--- src/rtl/ph_scan_scheduler.sv ---
// ph_scan_scheduler: shares one combinational blood pH analyzer among NUM_CH
// sensor channels. A round-robin arbiter picks a requesting channel, its pH is
// held on the analyzer for SETTLE cycles, the abnormality flags are captured,
// and per-channel consecutive-abnormal counters drive sticky alarms.
module ph_scan_scheduler #(
    parameter int NUM_CH  = 4,
    parameter int SETTLE  = 2,
    parameter int CONFIRM = 3
) (
    input  logic                      clk,
    input  logic                      rst_n,
    input  logic                      enable,
    input  logic [NUM_CH-1:0]         chReq,
    input  logic [4*NUM_CH-1:0]       chPH,
    input  logic [NUM_CH-1:0]         alarmClr,
    input  logic                      abnP,
    input  logic                      abnQ,
    output logic [3:0]                phOut,
    output logic [NUM_CH-1:0]         chAck,
    output logic [$clog2(NUM_CH)-1:0] curCh,
    output logic                      busy,
    output logic                      done,
    output logic [NUM_CH-1:0]         lastAbnP,
    output logic [NUM_CH-1:0]         lastAbnQ,
    output logic [NUM_CH-1:0]         alarm
);

    localparam int CH_W  = $clog2(NUM_CH);
    localparam int CNT_W = $clog2(CONFIRM + 1);
    localparam int SET_W = $clog2(SETTLE + 1);

    localparam logic [CNT_W-1:0] CONF_V      = CNT_W'(CONFIRM);
    localparam logic [SET_W-1:0] SETTLE_INIT = SET_W'(SETTLE - 1);
    localparam logic [CH_W-1:0]  LAST_CH     = CH_W'(NUM_CH - 1);

    typedef enum logic [1:0] {
        S_IDLE   = 2'd0,
        S_LOAD   = 2'd1,
        S_SETTLE = 2'd2
    } state_t;

    state_t                state_q, state_d;
    logic [CH_W-1:0]       ptr_q, ptr_d;
    logic [CH_W-1:0]       curCh_q, curCh_d;
    logic [3:0]            phOut_q, phOut_d;
    logic [NUM_CH-1:0]     chAck_q, chAck_d;
    logic                  busy_q, busy_d;
    logic                  done_q, done_d;
    logic [SET_W-1:0]      settle_q, settle_d;
    logic [NUM_CH-1:0]     lastP_q, lastP_d;
    logic [NUM_CH-1:0]     lastQ_q, lastQ_d;
    logic [NUM_CH-1:0]     alarm_q, alarm_d;
    logic [CNT_W-1:0]      cnt_q [NUM_CH];
    logic [CNT_W-1:0]      cnt_d [NUM_CH];

    logic [CH_W-1:0]       winHi, winAll, winner;
    logic                  foundHi, foundAll, grant;

    // Round-robin pick: lowest requester at or above the pointer, else lowest overall (wrap)
    always_comb begin
        winHi    = '0;
        winAll   = '0;
        foundHi  = 1'b0;
        foundAll = 1'b0;
        for (int i = NUM_CH - 1; i >= 0; i--) begin
            if (chReq[i] && (CH_W'(i) >= ptr_q)) begin
                winHi   = CH_W'(i);
                foundHi = 1'b1;
            end
            if (chReq[i]) begin
                winAll   = CH_W'(i);
                foundAll = 1'b1;
            end
        end
        winner = foundHi ? winHi : winAll;
        grant  = (state_q == S_IDLE) && enable && foundAll;
    end

    // State and datapath registers with synchronous active-low reset
    always_ff @(posedge clk) begin
        if (!rst_n) begin
            state_q  <= S_IDLE;
            ptr_q    <= '0;
            curCh_q  <= '0;
            phOut_q  <= '0;
            chAck_q  <= '0;
            busy_q   <= 1'b0;
            done_q   <= 1'b0;
            settle_q <= '0;
            lastP_q  <= '0;
            lastQ_q  <= '0;
            alarm_q  <= '0;
            for (int i = 0; i < NUM_CH; i++) cnt_q[i] <= '0;
        end else begin
            state_q  <= state_d;
            ptr_q    <= ptr_d;
            curCh_q  <= curCh_d;
            phOut_q  <= phOut_d;
            chAck_q  <= chAck_d;
            busy_q   <= busy_d;
            done_q   <= done_d;
            settle_q <= settle_d;
            lastP_q  <= lastP_d;
            lastQ_q  <= lastQ_d;
            alarm_q  <= alarm_d;
            for (int i = 0; i < NUM_CH; i++) cnt_q[i] <= cnt_d[i];
        end
    end

    // Next-state logic: grant -> load pH -> settle countdown -> back to idle
    always_comb begin
        state_d = state_q;
        case (state_q)
            S_IDLE:   if (grant) state_d = S_LOAD;
            S_LOAD:   state_d = S_SETTLE;
            S_SETTLE: if (settle_q == '0) state_d = S_IDLE;
            default:  state_d = S_IDLE;
        endcase
    end

    // Output/datapath logic per state, with alarm clears overriding any capture
    always_comb begin
        ptr_d    = ptr_q;
        curCh_d  = curCh_q;
        phOut_d  = phOut_q;
        chAck_d  = '0;
        busy_d   = busy_q;
        done_d   = 1'b0;
        settle_d = settle_q;
        lastP_d  = lastP_q;
        lastQ_d  = lastQ_q;
        alarm_d  = alarm_q;
        for (int i = 0; i < NUM_CH; i++) cnt_d[i] = cnt_q[i];

        case (state_q)
            S_IDLE: begin
                if (grant) begin
                    curCh_d = winner;
                    busy_d  = 1'b1;
                end
            end
            S_LOAD: begin
                for (int i = 0; i < NUM_CH; i++) begin
                    if (curCh_q == CH_W'(i)) begin
                        phOut_d    = chPH[4*i +: 4];
                        chAck_d[i] = 1'b1;
                    end
                end
                ptr_d    = (curCh_q == LAST_CH) ? '0 : curCh_q + 1'b1;
                settle_d = SETTLE_INIT;
            end
            S_SETTLE: begin
                if (settle_q != '0) begin
                    settle_d = settle_q - 1'b1;
                end else begin
                    for (int i = 0; i < NUM_CH; i++) begin
                        if (curCh_q == CH_W'(i)) begin
                            lastP_d[i] = abnP;
                            lastQ_d[i] = abnQ;
                            if (abnP || abnQ)
                                cnt_d[i] = (cnt_q[i] == CONF_V) ? CONF_V : cnt_q[i] + 1'b1;
                            else
                                cnt_d[i] = '0;
                            if (cnt_d[i] == CONF_V) alarm_d[i] = 1'b1;
                        end
                    end
                    done_d = 1'b1;
                    busy_d = 1'b0;
                end
            end
            default: ;
        endcase

        for (int i = 0; i < NUM_CH; i++) begin
            if (alarmClr[i]) begin
                alarm_d[i] = 1'b0;
                cnt_d[i]   = '0;
            end
        end
    end

    assign phOut    = phOut_q;
    assign chAck    = chAck_q;
    assign curCh    = curCh_q;
    assign busy     = busy_q;
    assign done     = done_q;
    assign lastAbnP = lastP_q;
    assign lastAbnQ = lastQ_q;
    assign alarm    = alarm_q;

endmodule
--- config.mk ---
export PLATFORM = sky130hd
export DESIGN_NAME = ph_scan_scheduler
export DESIGN_NICKNAME = d
export VERILOG_FILES = /design/src/rtl/ph_scan_scheduler.sv
export SDC_FILE = /design/constraint.sdc
export NUM_CORES = 1
export LEC_CHECK = 0
export CORE_ASPECT_RATIO = 0.8
export CORE_UTILIZATION = 50
export CTS_CLUSTER_DIAMETER = 100
export DETAILED_ROUTE_END_ITERATION = 10
export PLACE_DENSITY_LB_ADDON = 0.05
export REMOVE_ABC_BUFFERS = 1
export SYNTH_ARGS = -nofsm -noshare
export SYNTH_HDL_FRONTEND = slang
export SYNTH_SLANG_ARGS = --single-unit
--- constraint.sdc ---
create_clock -name clk -period 3.2 [get_ports clk]
set_input_delay 0.8 -clock clk [delete_from_list [all_inputs] [get_ports clk]]
set_output_delay 0.8 -clock clk [all_outputs]
set_load 0.01 [all_outputs]
==> flow_summary.rst <==
.. list-table::
   :header-rows: 1

   * - Metric
     - Value
   * - Sinks on Clock Net
     - 38
   * - Area share of the largest cell type after synthesis
     - between 40% and 50%
   * - Power density cells
     - about 450 nW/µm²
   * - Data arrival time of the critical path
     - 1.32 ns
   * - Number of synthesized flops with an enable pin
     - 0
   * - Core box area
     - 3200 µm²
   * - Via density per instance
     - approximately 5.3
   * - Number of buffers on the longest clock path
     - 2
   * - Overall overflow remaining after global route
     - 0
   * - Largest net degree at the start of global routing
     - 18
   * - Height of the chip
     - 54.8 µm
   * - Number of antenna violations at the first check in global routing
     - 0
   * - Number of antenna repair diodes
     - 0
   * - # nets final
     - 286
   * - Ratio of cells with drive above 1 in the final layout
     - roughly 5.2%
   * - Element type at the critical path start
     - flip-flop
   * - Critical path's slowest cell
     - clkdlybuf4s50_1
   * - # placed instances
     - about 290
   * - Number of max-slew violations in the final report
     - 0
   * - Number of port buffers
     - 52
   * - Root Buffer Master
     - clkbuf_8
   * - Max IR drop VDD
     - 0.395 mV
   * - Pleak
     - 0.822 nW
   * - Number of H-tree levels
     - 2
   * - Register bit count reported by yosys
     - 38
   * - Final weighted congestion of routability-driven global placement
     - 0.875
   * - Final cell count without fillers
     - between 200 and 300
   * - Outcome
     - completed
   * - Die Area
     - around 3700 µm²
   * - HPWL reported at the end of detailed placement
     - 2700 µm
   * - Starting Density
     - between 50% and 60%
   * - Gate family responsible for the most delay along the worst path
     - buffers and inverters
   * - Most frequent cells after synthesis
     - dfxtp_1 (38), nand2_1 (31), a21oi_1 (27), o21ai_0 (14), nor2_1 (12)
   * - Dominant cell type by area after synthesis
     - dfxtp_1
   * - Clock network latency to the later pin of the worst-skew pair
     - a little under 0.3 ns
   * - DRC violations left
     - 0
   * - Delay contributed by the slowest stage of the critical path
     - ~0.58 ns
   * - Number of global-route vias before repair
     - approximately 1300
   * - Routed len/inst
     - about 13 µm
   * - Total negative setup slack
     - 0 ns
   * - Average cell area after synthesis
     - ~8.5 µm²
   * - Count of final setup violators
     - 0
   * - 1st-pass router iterations
     - 6
   * - Worst relative slew slack
     - ~58%
   * - Wire length of the first global-routing pass
     - 6200 µm
   * - Number of rows in the core area
     - 18
   * - Area of the mapped netlist
     - ~1700 µm²
   * - Leading register cell type out of synthesis
     - dfxtp_1
   * - Post_cts resized
     - 0
   * - Yosys warning count
     - 0
   * - Max Freq
     - 472 MHz
   * - Antenna-violating nets left
     - 0
   * - Clock-pin transition on the worst setup and hold timing paths
     - 0.07 ns
   * - TritonCTS clock tree
     - yes
   * - Period minus WS final
     - approximately 2.1 ns
   * - All-Layer GR Usage
     - a little under a quarter
   * - Total number of vias
     - roughly 1500
   * - Number of different library cells in the post-synthesis netlist
     - 35
   * - Pin slew with the least headroom to its limit
     - 0.629 ns
   * - Worst min-delay path category
     - reg2reg
   * - Skew final
     - ~0.0022 ns
   * - Horizontal extent of the die
     - 68.0 µm
   * - Post CTS Setup Buffer Count
     - 0
   * - Starting DRC count in detailed routing
     - between 90 and 100
   * - Max Fanout on Critical Path
     - 6
   * - Max-cap violations
     - 0
   * - Final worst path period share
     - 66.1%
   * - List of cells traversed by the critical path
     - clkdlybuf4s50_1
   * - Required time worst endpoint
     - between 2 and 2.5 ns
   * - I/O pins
     - 53
   * - Most common cell in the synthesized netlist
     - dfxtp_1
   * - Hold-fix buffer count after cts
     - 0
   * - Critical path class
     - reg2out
   * - Final-report hold violation count
     - 0
   * - Detailed Route WL
     - slightly below 4000 µm
   * - Synthesis-to-finish area growth
     - 33.8%
   * - Post-synthesis sequential area ratio
     - 43.7%
   * - Category of the worst setup path capture point
     - output pin
   * - Post-synth ARST share
     - 0%
   * - TritonCTS buffer count
     - 5
   * - Combined buffer and inverter count along the critical path
     - 1
   * - Leading cell types by total area after synthesis
     - dfxtp_1 (44%), a21oi_1 (7.8%), nand2_1 (6.7%), mux2i_1 (4.6%), o21ai_0 (4.0%)
   * - Setup repair after global routing missed its margin
     - false
   * - Number of cells produced by synthesis
     - ~210
-- flip-flops by register name, indices dropped and copies added, names as in the netlist --
register,flops
lastAbnP,4
lastAbnQ,4
done,1
busy,1
alarm,4
settle_q,2
ptr_q,2
chAck,4
state_q,2
phOut,4
cnt_q,8
curCh,2
-- final timing paths --
check	startpoint	endpoint	slack, ns	cells past startpoint
hold reg to reg	lastAbnQ[1]	lastAbnQ[1]	0.47	2
setup reg to reg	curCh[1]	phOut[0]	1.49	6
hold / removal	lastAbnQ[1]	lastAbnQ[1]	0.47	2
setup / recovery	curCh[0]	curCh[0]	1.08	1
-- power breakdown --
part	switching (mW)	internal, mW	total (mW)
logic	0.0654	0.0762	0.142
clock network	0.166	0.249	0.415
registers	0.0131	0.487	0.500
total	0.244	0.813	1.06
-- layer usage --
| metal | track usage, % | vias up | part of all wire [%] |
|---|---|---|---|
| met4 | 7.99 | 0 | 1.5 |
| met5 | 0 | - | 0 |
| met2 | 34.2 | 54 | 43 |
| met3 | 8.54 | 10 | 7.0 |
| met1 | 31.1 | 672 | 49 |
| li1 | - | 797 | - |
-- per-stage QoR --
| stage | utilization, % | cell area [µm²] | worst slack, ns | power, mW | hold slack, ns |
|---|---|---|---|---|---|
| 6_report | 72.8 | 2330 | 1.08 | 1.06 | 0.465 |
| 5_1_grt | 72.8 | 2330 | 1.02 | 1.10 | 0.481 |
| 4_1_cts | 72.8 | 2330 | 1.07 | 1.06 | 0.465 |
| 3_5_place_dp | 69.3 | 2220 | 0.877 | 0.652 | 0.451 |
| 3_3_place_gp | 69.3 | 2220 | 0.925 | 0.649 | 0.448 |
| 2_1_floorplan | - | 1650 | 1.65 | 0.575 | 0.450 |
-- kinds of logic (layout without fill, tap and decap cells) --
| family | after synthesis | count (layout) | share of synthesized area, % |
|---|---|---|---|
| AO/OA/AOI/OAI | 56 | 56 | 18.3 |
| buffers and inverters | 19 | 66 | 6.97 |
| adder cells (fa/ha/maj) | 5 | 5 | 3.59 |
| AND/OR/NAND/NOR | 79 | 79 | 22.8 |
| flip-flops | 38 | 38 | 43.7 |
| multiplexers | 8 | 8 | 4.60 |
-- cells in the final DEF (no fill, tap or decap), types with 2 or more instances in the layout --
cell type / count
clkdlybuf4s50_1: 52
dfxtp_1: 38
nand2_1: 31
a21oi_1: 27
o21ai_0: 14
nor2_1: 12
nand2b_1: 9
mux2i_1: 8
inv_1: 7
and2_1: 6
clkbuf_8: 6
a31oi_1: 5
ha_1: 5
and3_1: 4
nand3_1: 4
a211oi_1: 3
nor4_1: 2
or2_2: 2
o211ai_1: 2
-- area by class of cell --
cell class | instances | area [µm²]
Clock buffer | 6 | 82.6
Multi-Input combinational cell | 148 | 858
Timing Repair Buffer | 52 | 520
Clock inverter | 1 | 30.0
Fill cell | 260 | 870
Sequential cell | 38 | 761
Tap cell | 40 | 50.0
Inverter | 7 | 26.3
No activity file was read; power rests on OpenSTA's default activity.
